## config.mk

```make
export PLATFORM = sky130hd
export DESIGN_NAME = fir_tap_loader_flat
export DESIGN_NICKNAME = d
export VERILOG_FILES = /design/src/rtl/fir_tap_loader_if.sv /design/src/rtl/fir_tap_loader.sv /design/src/flat_wrapper.sv
export SDC_FILE = /design/constraint.sdc
export NUM_CORES = 1
export LEC_CHECK = 0
export ABC_AREA = 1
export BUFFER_PORTS_ARGS = -buffer_cell sky130_fd_sc_hd__buf_2
export CAP_MARGIN = 10
export CORE_MARGIN = 10
export CORE_UTILIZATION = 58
export DETAILED_ROUTE_END_ITERATION = 12
export PLACE_DENSITY = 0.84
export SLEW_MARGIN = 20
export SYNTH_ARGS = -nofsm -noshare
export SYNTH_HDL_FRONTEND = slang
export SYNTH_SLANG_ARGS = --single-unit
```

## constraint.sdc

```tcl
create_clock -name i_clk -period 3.2 [get_ports i_clk]
set_input_delay 0.48 -clock i_clk [delete_from_list [all_inputs] [get_ports i_clk]]
set_output_delay 0.48 -clock i_clk [all_outputs]
set_load 0.01 [all_outputs]
```

## src/rtl/fir_tap_loader_if.sv

```systemverilog
// Coefficient-fetch handshake and tap-write bus between the coefficient store,
// the tap loader and the FIR filter.
interface fir_tap_loader_if #(
  parameter int ADDR_W = 5,
  parameter int COEF_W = 16
);
  logic              coef_rd_req;
  logic [ADDR_W-1:0] coef_rd_addr;
  logic              coef_vld;
  logic [COEF_W-1:0] coef_data;
  logic              tap_wr_en;
  logic [ADDR_W-1:0] tap_wr_addr;
  logic [COEF_W-1:0] tap_wr_data;

  modport master (
    output coef_rd_req, coef_rd_addr, tap_wr_en, tap_wr_addr, tap_wr_data,
    input  coef_vld, coef_data
  );

  modport slave (
    input  coef_rd_req, coef_rd_addr, tap_wr_en, tap_wr_addr, tap_wr_data,
    output coef_vld, coef_data
  );
endinterface

```

## src/rtl/fir_tap_loader.sv

```systemverilog
// Loads FIR tap coefficients from a coefficient store, flushes the delay line
// with zero samples, then releases the filter into normal run.
module fir_tap_loader #(
  parameter int NUM_TAPS  = 32,
  parameter int ADDR_W    = 5,
  parameter int COEF_W    = 16,
  parameter int TIMEOUT   = 255,
  parameter bit AUTO_LOAD = 1'b1
) (
  input  logic             i_clk,
  input  logic             i_rst_n,
  input  logic             i_load_start,
  input  logic             i_sample_stb,
  fir_tap_loader_if.master bus,
  output logic             o_fir_en,
  output logic             o_fir_zero,
  output logic             o_busy,
  output logic             o_done,
  output logic             o_err
);

  localparam int WAIT_W  = $clog2(TIMEOUT + 1);
  localparam int FLUSH_W = $clog2(NUM_TAPS + 1);
  localparam logic [ADDR_W-1:0]  LAST_IDX   = ADDR_W'(NUM_TAPS - 1);
  localparam logic [WAIT_W-1:0]  WAIT_LAST  = WAIT_W'(TIMEOUT - 1);
  localparam logic [FLUSH_W-1:0] FLUSH_LAST = FLUSH_W'(NUM_TAPS - 1);

  typedef enum logic [2:0] {
    S_IDLE  = 3'd0,
    S_REQ   = 3'd1,
    S_WRITE = 3'd2,
    S_FLUSH = 3'd3,
    S_RUN   = 3'd4,
    S_ERR   = 3'd5
  } state_t;

  state_t             state_r, state_s;
  logic               armed_r;
  logic               start_s;
  logic [ADDR_W-1:0]  index_r, index_s;
  logic [WAIT_W-1:0]  wait_r, wait_s;
  logic [FLUSH_W-1:0] flush_r, flush_s;

  logic              req_s, wr_en_s, fir_en_s, fir_zero_s, busy_s, done_s, err_s;
  logic [ADDR_W-1:0] rd_addr_s, wr_addr_s;
  logic [COEF_W-1:0] wr_data_s;

  // armed_r is low only on the first cycle after reset release: that is the auto-start slot
  assign start_s = i_load_start | (AUTO_LOAD & ~armed_r);

  // State register and load/flush counters
  always_ff @(posedge i_clk or negedge i_rst_n) begin
    if (!i_rst_n) begin
      state_r <= S_IDLE;
      armed_r <= 1'b0;
      index_r <= '0;
      wait_r  <= '0;
      flush_r <= '0;
    end else begin
      state_r <= state_s;
      armed_r <= 1'b1;
      index_r <= index_s;
      wait_r  <= wait_s;
      flush_r <= flush_s;
    end
  end

  // Next-state and counter update
  always_comb begin
    state_s = state_r;
    index_s = index_r;
    wait_s  = wait_r;
    flush_s = flush_r;
    case (state_r)
      S_IDLE: begin
        if (start_s) begin
          state_s = S_REQ;
          index_s = '0;
          wait_s  = '0;
        end else begin
          state_s = S_IDLE;
        end
      end
      S_REQ: begin
        if (bus.coef_vld) begin
          state_s = S_WRITE;
        end else if (wait_r == WAIT_LAST) begin
          state_s = S_ERR;
        end else begin
          wait_s = wait_r + WAIT_W'(1);
        end
      end
      S_WRITE: begin
        if (index_r == LAST_IDX) begin
          state_s = S_FLUSH;
          flush_s = '0;
        end else begin
          state_s = S_REQ;
          index_s = index_r + ADDR_W'(1);
          wait_s  = '0;
        end
      end
      S_FLUSH: begin
        if (i_sample_stb) begin
          if (flush_r == FLUSH_LAST) begin
            state_s = S_RUN;
          end else begin
            flush_s = flush_r + FLUSH_W'(1);
          end
        end else begin
          flush_s = flush_r;
        end
      end
      S_RUN, S_ERR: begin
        if (i_load_start) begin
          state_s = S_REQ;
          index_s = '0;
          wait_s  = '0;
        end else begin
          state_s = state_r;
        end
      end
      default: begin
        state_s = S_IDLE;
      end
    endcase
  end

  // Output decode from the upcoming state, so outputs register in step with state_r
  always_comb begin
    req_s      = 1'b0;
    rd_addr_s  = '0;
    wr_en_s    = 1'b0;
    wr_addr_s  = '0;
    wr_data_s  = '0;
    fir_en_s   = 1'b0;
    fir_zero_s = 1'b0;
    busy_s     = 1'b0;
    done_s     = 1'b0;
    err_s      = 1'b0;
    case (state_s)
      S_REQ: begin
        req_s     = 1'b1;
        rd_addr_s = index_s;
        busy_s    = 1'b1;
      end
      S_WRITE: begin
        // WRITE is only entered from REQ with vld high, so coef_data is the captured value
        wr_en_s   = 1'b1;
        wr_addr_s = index_s;
        wr_data_s = bus.coef_data;
        busy_s    = 1'b1;
      end
      S_FLUSH: begin
        fir_en_s   = 1'b1;
        fir_zero_s = 1'b1;
        busy_s     = 1'b1;
      end
      S_RUN: begin
        fir_en_s = 1'b1;
        done_s   = (state_r != S_RUN);
      end
      S_ERR: begin
        err_s = 1'b1;
      end
      default: begin
        req_s = 1'b0;
      end
    endcase
  end

  // Registered outputs
  always_ff @(posedge i_clk or negedge i_rst_n) begin
    if (!i_rst_n) begin
      bus.coef_rd_req  <= 1'b0;
      bus.coef_rd_addr <= '0;
      bus.tap_wr_en    <= 1'b0;
      bus.tap_wr_addr  <= '0;
      bus.tap_wr_data  <= '0;
      o_fir_en         <= 1'b0;
      o_fir_zero       <= 1'b0;
      o_busy           <= 1'b0;
      o_done           <= 1'b0;
      o_err            <= 1'b0;
    end else begin
      bus.coef_rd_req  <= req_s;
      bus.coef_rd_addr <= rd_addr_s;
      bus.tap_wr_en    <= wr_en_s;
      bus.tap_wr_addr  <= wr_addr_s;
      bus.tap_wr_data  <= wr_data_s;
      o_fir_en         <= fir_en_s;
      o_fir_zero       <= fir_zero_s;
      o_busy           <= busy_s;
      o_done           <= done_s;
      o_err            <= err_s;
    end
  end

endmodule

```

## src/flat_wrapper.sv

```systemverilog
// flat-port wrapper written by rule: the top's interface ports become plain ports
module fir_tap_loader_flat 
#(
  parameter int NUM_TAPS  = 32,
  parameter int ADDR_W    = 5,
  parameter int COEF_W    = 16,
  parameter int TIMEOUT   = 255,
  parameter bit AUTO_LOAD = 1'b1
)
  (i_clk, i_rst_n, i_load_start, i_sample_stb, o_fir_en, o_fir_zero, o_busy, o_done, o_err, bus_coef_rd_req, bus_coef_rd_addr, bus_tap_wr_en, bus_tap_wr_addr, bus_tap_wr_data, bus_coef_vld, bus_coef_data);
  fir_tap_loader_if #(.ADDR_W(ADDR_W), .COEF_W(COEF_W)) bus_i ();
  input  logic i_clk;
  input  logic i_rst_n;
  input  logic i_load_start;
  input  logic i_sample_stb;
  output logic o_fir_en;
  output logic o_fir_zero;
  output logic o_busy;
  output logic o_done;
  output logic o_err;
  output wire logic [$bits(bus_i.coef_rd_req)-1:0] bus_coef_rd_req;
  output wire logic [$bits(bus_i.coef_rd_addr)-1:0] bus_coef_rd_addr;
  output wire logic [$bits(bus_i.tap_wr_en)-1:0] bus_tap_wr_en;
  output wire logic [$bits(bus_i.tap_wr_addr)-1:0] bus_tap_wr_addr;
  output wire logic [$bits(bus_i.tap_wr_data)-1:0] bus_tap_wr_data;
  input wire logic [$bits(bus_i.coef_vld)-1:0] bus_coef_vld;
  input wire logic [$bits(bus_i.coef_data)-1:0] bus_coef_data;
  assign bus_coef_rd_req = bus_i.coef_rd_req;
  assign bus_coef_rd_addr = bus_i.coef_rd_addr;
  assign bus_tap_wr_en = bus_i.tap_wr_en;
  assign bus_tap_wr_addr = bus_i.tap_wr_addr;
  assign bus_tap_wr_data = bus_i.tap_wr_data;
  assign bus_i.coef_vld = bus_coef_vld;
  assign bus_i.coef_data = bus_coef_data;
  fir_tap_loader #(.NUM_TAPS(NUM_TAPS), .ADDR_W(ADDR_W), .COEF_W(COEF_W), .TIMEOUT(TIMEOUT), .AUTO_LOAD(AUTO_LOAD)) u_core (.i_clk(i_clk), .i_rst_n(i_rst_n), .i_load_start(i_load_start), .i_sample_stb(i_sample_stb), .bus(bus_i), .o_fir_en(o_fir_en), .o_fir_zero(o_fir_zero), .o_busy(o_busy), .o_done(o_done), .o_err(o_err));
endmodule
```

==> Yosys cells after proc, flatten, opt, wreduce, memory -nomap -nowiden <==
Index checks and enable logic that the tools add are counted.
{ "totals": {"reg_bits": 56, "elab_cells": 82, "output_inout_bits": 33, "input_bits": 21} }
{ "classes": {"n_addsub": 3, "bitwise": 2, "muxes": 32, "reduce_logical": 8, "eq_ne": 22} }
{ "ops": {"columns": ["cell", "n"], "rows": [
  ["$mux W8", 5],
  ["$pmux W8 S4", 1],
  ["$mux W5", 5],
  ["$mux W6", 3],
  ["$mux W16", 1],
  ["$mux W3", 5],
  ["$pmux W3 S5", 1],
  ["$pmux W5 S3", 1],
  ["$eq A3 B2 Y1 const B", 4],
  ["$eq A3 B3 Y1 const B", 4],
  ["$ne A2 B2 Y1 const B", 6],
  ["$pmux W6 S2", 1],
  ["$add A8 B1 Y8 const B", 1],
  ["$eq A8 B8 Y1 const B", 1],
  ["$mux W1", 8],
  ["$add A6 B1 Y6 const B", 1],
  ["$eq A3 B1 Y1 const B", 2],
  ["$eq A6 B5 Y1 const B", 1],
  ["$reduce_and A6 Y1", 1],
  ["$add A5 B1 Y5 const B", 1],
  ["$eq A5 B5 Y1 const B", 1],
  ["$ne A2 B1 Y1 const B", 2],
  ["$reduce_and A4 Y1", 1],
  ["$reduce_bool A4 Y1", 1],
  ["8 further kinds", 9]
]} }

==> Depth between registers and ports, before layout <==
{ "depth": {"word_depth": 7, "depth_mapped": 10, "ltp_nobuf": 10} }

==> Worst setup path after synthesis <==
Ideal clock, no wire load.
{ "synth_path": {"kind": "register to register", "start": "register u_core.index_r[0]", "end": "register u_core.flush_r[0]", "period_less_slack_ns": 1.442, "path_buffers": 0, "path_slack_ns": 1.758, "required_time_ns": 3.066, "arrival_ns": 1.308, "setup_time_ns": 0.134, "stages_incl_launch_ff": 9, "path_cell_list": "dfrtp_1 -> ha_1 -> nand3_1 -> nor2_2 -> nand2_2 -> nand2_2 -> inv_1 -> nand2_1 -> o21ai_0"} }
{ "synth_between": {"elab_chain_len": 3} }
{ "synth_lines": {"columns": ["item", "line", "rtl"], "rows": [
  ["from (decl)", "fir_tap_loader.sv:40", "logic [ADDR_W-1:0] index_r, index_s;"],
  ["from (signal assigned)", "fir_tap_loader.sv:62", "index_r <= index_s;"],
  ["$eq A5 B5 Y1", "fir_tap_loader.sv:94", "if (index_r == LAST_IDX) begin"],
  ["$ne A2 B1 Y1 (no source line)", null, null],
  ["$reduce_and A4 Y1 (no source line)", null, null],
  ["to (signal assigned)", "fir_tap_loader.sv:64", "flush_r <= flush_s;"],
  ["to (decl)", "fir_tap_loader.sv:42", "logic [FLUSH_W-1:0] flush_r, flush_s;"]
]} }
No other way between the ends.
A chain may end at the register's enable or synchronous reset.

==> Worst setup path after layout <==
{ "layout_path": {"start": "register u_core.flush_r[0]", "end": "register u_core.flush_r[0]"} }
{ "layout_between": {"elab_chain_len": 4, "word_cells_on_any_way": 7, "classes_between": "add/sub: 1; eq/ne: 2; mux: 3; reduce/logical: 1"} }
{ "layout_lines": {"columns": ["item", "line", "rtl"], "rows": [
  ["$add A6 B1 Y6", "fir_tap_loader.sv:108", "flush_s = flush_r + FLUSH_W'(1);"],
  ["$mux W6", "fir_tap_loader.sv:105", "if (flush_r == FLUSH_LAST) begin"],
  ["$mux W6", "fir_tap_loader.sv:104", "if (i_sample_stb) begin"],
  ["$pmux W6 S2", "fir_tap_loader.sv:74", "case (state_r)"]
]} }
Parallel ways exist; a longest one is shown, timed or not. The select of a mux whose other input is x is not followed.

==> results.yml <==
run_status:
  status: "completed"
global_routing:
  gr-total-overflow: 0
  grt_pass1_vias: 1927
  grt_start_max_net_pins: 40
  antenna_found_initial: 0
  grt_use_total: 0.1432
  grt_pass1_wl_mm: 8.776
yosys:
  synth_ff_type: "dfrtp_1"
  ys_types: 26
  syn_avg_cell_area_um2: 8.949
  synth_xor_area_frac: 0.02767
  yosysTopAreaCellShare: 0.5534
  yosysTopAreaCell: "dfrtp_1"
  synth-async-reset-ratio: 1.000
  synth-seq-area-share: 0.5534
  synthMuxAreaShare: 0
  synth-adder-area-share: 0.01976
  synth_nets: 308
  synthTopCellsByCount: "nand2_1, dfrtp_1, nor2_1"
  synth_top_family_by_area: "simple AND/OR/NAND/NOR gates"
  synth_cells: 283
  synth_edf_count: 0
  synthSimpleGateAreaFrac: 0.2757
  synth-seq-cells: 56
  synth_most_common_cell: "nand2_1"
  synth_area_leaders: "dfrtp_1, nand2_1, nor2_1, inv_1, nand3_1"
  synth_compound_area_frac: 0.04595
  syn-cell-area_um2: 2532
  yosysWarnings: 0
layout:
  fill_cells: 323
  multi_input_comb_area_um2: 938.4
  final_cells: 392
  syn2layout_area_growth_pct: 15.91
  n_antenna_cell: 0
  layout-drive-gt1-share: 0.2778
  final-seq-area_um2: 1401
  nNetsFinal: 366
clock_network:
  cts_tree: "built"
  clockBufferDepth: 2
  cts_setup_buffers: 0
  clock_sinks: 56
  clk_transition_reported_paths_ns: 0.09
  hold_buffers: 0
  insertion_delay_ns: 0.31
  h-tree-depth: 2
  root_buffer: "clkbuf_8"
  cts_buffers: 5
  ctsResizeCount: 0
routing:
  via_count: 1887
  drt-total-wl_mm: 5.032
  wl_per_cell_um: 12.84
  drc_errors: 0
  antenna_left: 0
  vias_per_cell: 4.814
  firstDrtPassIters: 4
  drtIter0Drc: 112
setup_path:
  path_cells: "ha_1, nand3_1, o21ai_0, nand2_2, inv_1, nand2_1, o21ai_0"
  critPathSlowestCell: "dfrtp_1"
  startpoint_type: "register"
  path_class: "reg2reg"
  crit_fanout: 7
  critPathMostFrequentCell: "o21ai_0"
  ff2ff_path_depth: 7
  crit_cells: 7
  startpoint: "u_core.flush_r[0]"
  critical-path-top-delay-family: "flip-flops"
  timing.rr.start: "u_core.flush_r[0]"
  timing.rr.end: "u_core.flush_r[0]"
  critPathArrivalTime_ns: 1.93
  cp.required_ns: 3.43
  rrSetupSlack_ns: 1.50
  crit_buf_inv: 1
  cp_slowest_stage_delay_ns: 0.44
  crit_path_end_kind: "register"
timing:
  period_needed_ns: 1.701
  drv_slew: 0
  max_freq_mhz: 587.8
  final.setup.tns_ns: 0
  setup_violations: 0
  hold_violations: 0
  fin_crit_sh: 0.5317
  finalClockSkew_ns: 0.006264
  rsz0062_at_grt: "no"
power:
  pwr-share-comb: 0.347
  pwr_density_cell_nw_per_um2: 683.0
  seq_power_share: 0.465
  p_int_mw: 1.221
  swShare: 0.3910
  leakagePower_nw: 1.707
  p_clk_frac: 0.188
  p_sw_mw: 0.7839
  peakVddDrop_v: 0.0004080
place:
  dp.cells: 384
  port_buffers: 53
  place_hpwl_mm: 3.871
  gp_congestion: 0.9274
floorplan:
  die_h_um: 86.08
  row_count: 23
  fp.dieArea_um2: 7409
  core_area_um2: 4115
  ios: 54
  start_util: 0.6154
  dieWidth_um: 86.08
min_path:
  min_path_type: "in2async"
job:
  maxCapViolCount: 0
==> how the worst max path moves through the flow <==
stage / end / slack (ns)
2_1_floorplan: u_core.flush_r[0] / 1.76
3_3_place_gp: u_core.o_fir_en / 1.60
3_5_place_dp: u_core.flush_r[0] / 1.53
4_1_cts: u_core.flush_r[0] / 1.52
5_1_grt: u_core.flush_r[0] / 1.30
6_report: u_core.flush_r[0] / 1.50
==> layer usage <==
layer / share of wire / track usage / vias to the layer above
li1: - / - / 978
met1: 0.39 / 0.1577 / 868
met2: 0.53 / 0.2502 / 36
met3: 0.070 / 0.05298 / 5
met4: 0.0095 / 0.04192 / 0
met5: 0 / 0 / -
==> power by group through the flow <==
stage	logic [mW]	registers (mW)	clock network, mW
6_report	0.695	0.933	0.377
5_1_grt	0.801	0.950	0.416
4_1_cts	0.706	0.932	0.388
3_5_place_dp	0.704	0.947	0
3_3_place_gp	0.683	0.941	0
2_1_floorplan	0.478	0.969	0
==> cells in the final DEF (no fill, tap or decap), types with 3 or more instances in the layout <==
cell | netlist | final
buf_2 | 2 | 53
ha_1 | 4 | 4
nor2_1 | 39 | 39
xor2_1 | 8 | 8
nor2_2 | 8 | 8
a21oi_1 | 4 | 4
inv_2 | 6 | 6
nand2_1 | 65 | 65
o21ai_1 | 3 | 3
inv_1 | 38 | 38
nand3_1 | 16 | 16
nand4_1 | 3 | 3
nand2_2 | 4 | 4
dfrtp_1 | 56 | 56
nor2_4 | 3 | 3
o21ai_0 | 8 | 8
clkbuf_8 | 0 | 5
nand3_2 | 3 | 3
==> worst register-to-register path: cells and delay by family, from the launching register on <==
kind,cells,cell delay [ns]
adder cells (fa/ha/maj),1,0.22
flip-flops,1,0.44
buffers and inverters,1,0.19
AND/OR/NAND/NOR,3,0.33
AO/OA/AOI/OAI,2,0.44
==> sequential cells by signal (all words and copies together) (netlist names), 3 cells and up <==
register,cells
u_core.bus.tap_wr_data,16
u_core.wait_r,8
u_core.flush_r,6
u_core.bus.coef_rd_addr,5
u_core.bus.tap_wr_addr,5
u_core.index_r,5
u_core.state_r,3
==> final cells by class <==
class	count	share of cell area
clock buffers	6	0.02472
clock inverters	2	0.005541
inverters	45	0.05840
multi-input cells	179	0.3197
flip-flops and latches	56	0.4774
well taps	50	0.02131
repair buffers	54	0.09292
==> metrics by stage <==
step	instance area [um2]	hold WS [ns]	util	worst slack [ns]	total power [mW]
6_report	2935	0.09094	0.7133	1.499	2.005
5_1_grt	2935	0.09723	0.7133	1.301	2.167
4_1_cts	2935	0.09410	0.7133	1.515	2.027
3_5_place_dp	2846	0.4344	0.6917	1.531	1.650
3_3_place_gp	2846	0.4299	0.6917	1.597	1.624
2_1_floorplan	2532	0.1844	-	1.758	1.447
==> cells by family (layout without fill, tap and decap cells) <==
kind of cell,count (synthesis),after routing
compound gates,19,19
xor+xnor,8,8
fa+ha+maj,4,4
buf+inv,48,107
flops,56,56
other cells,1,1
simple gates,147,147
(Power assumes the default switching activity.)
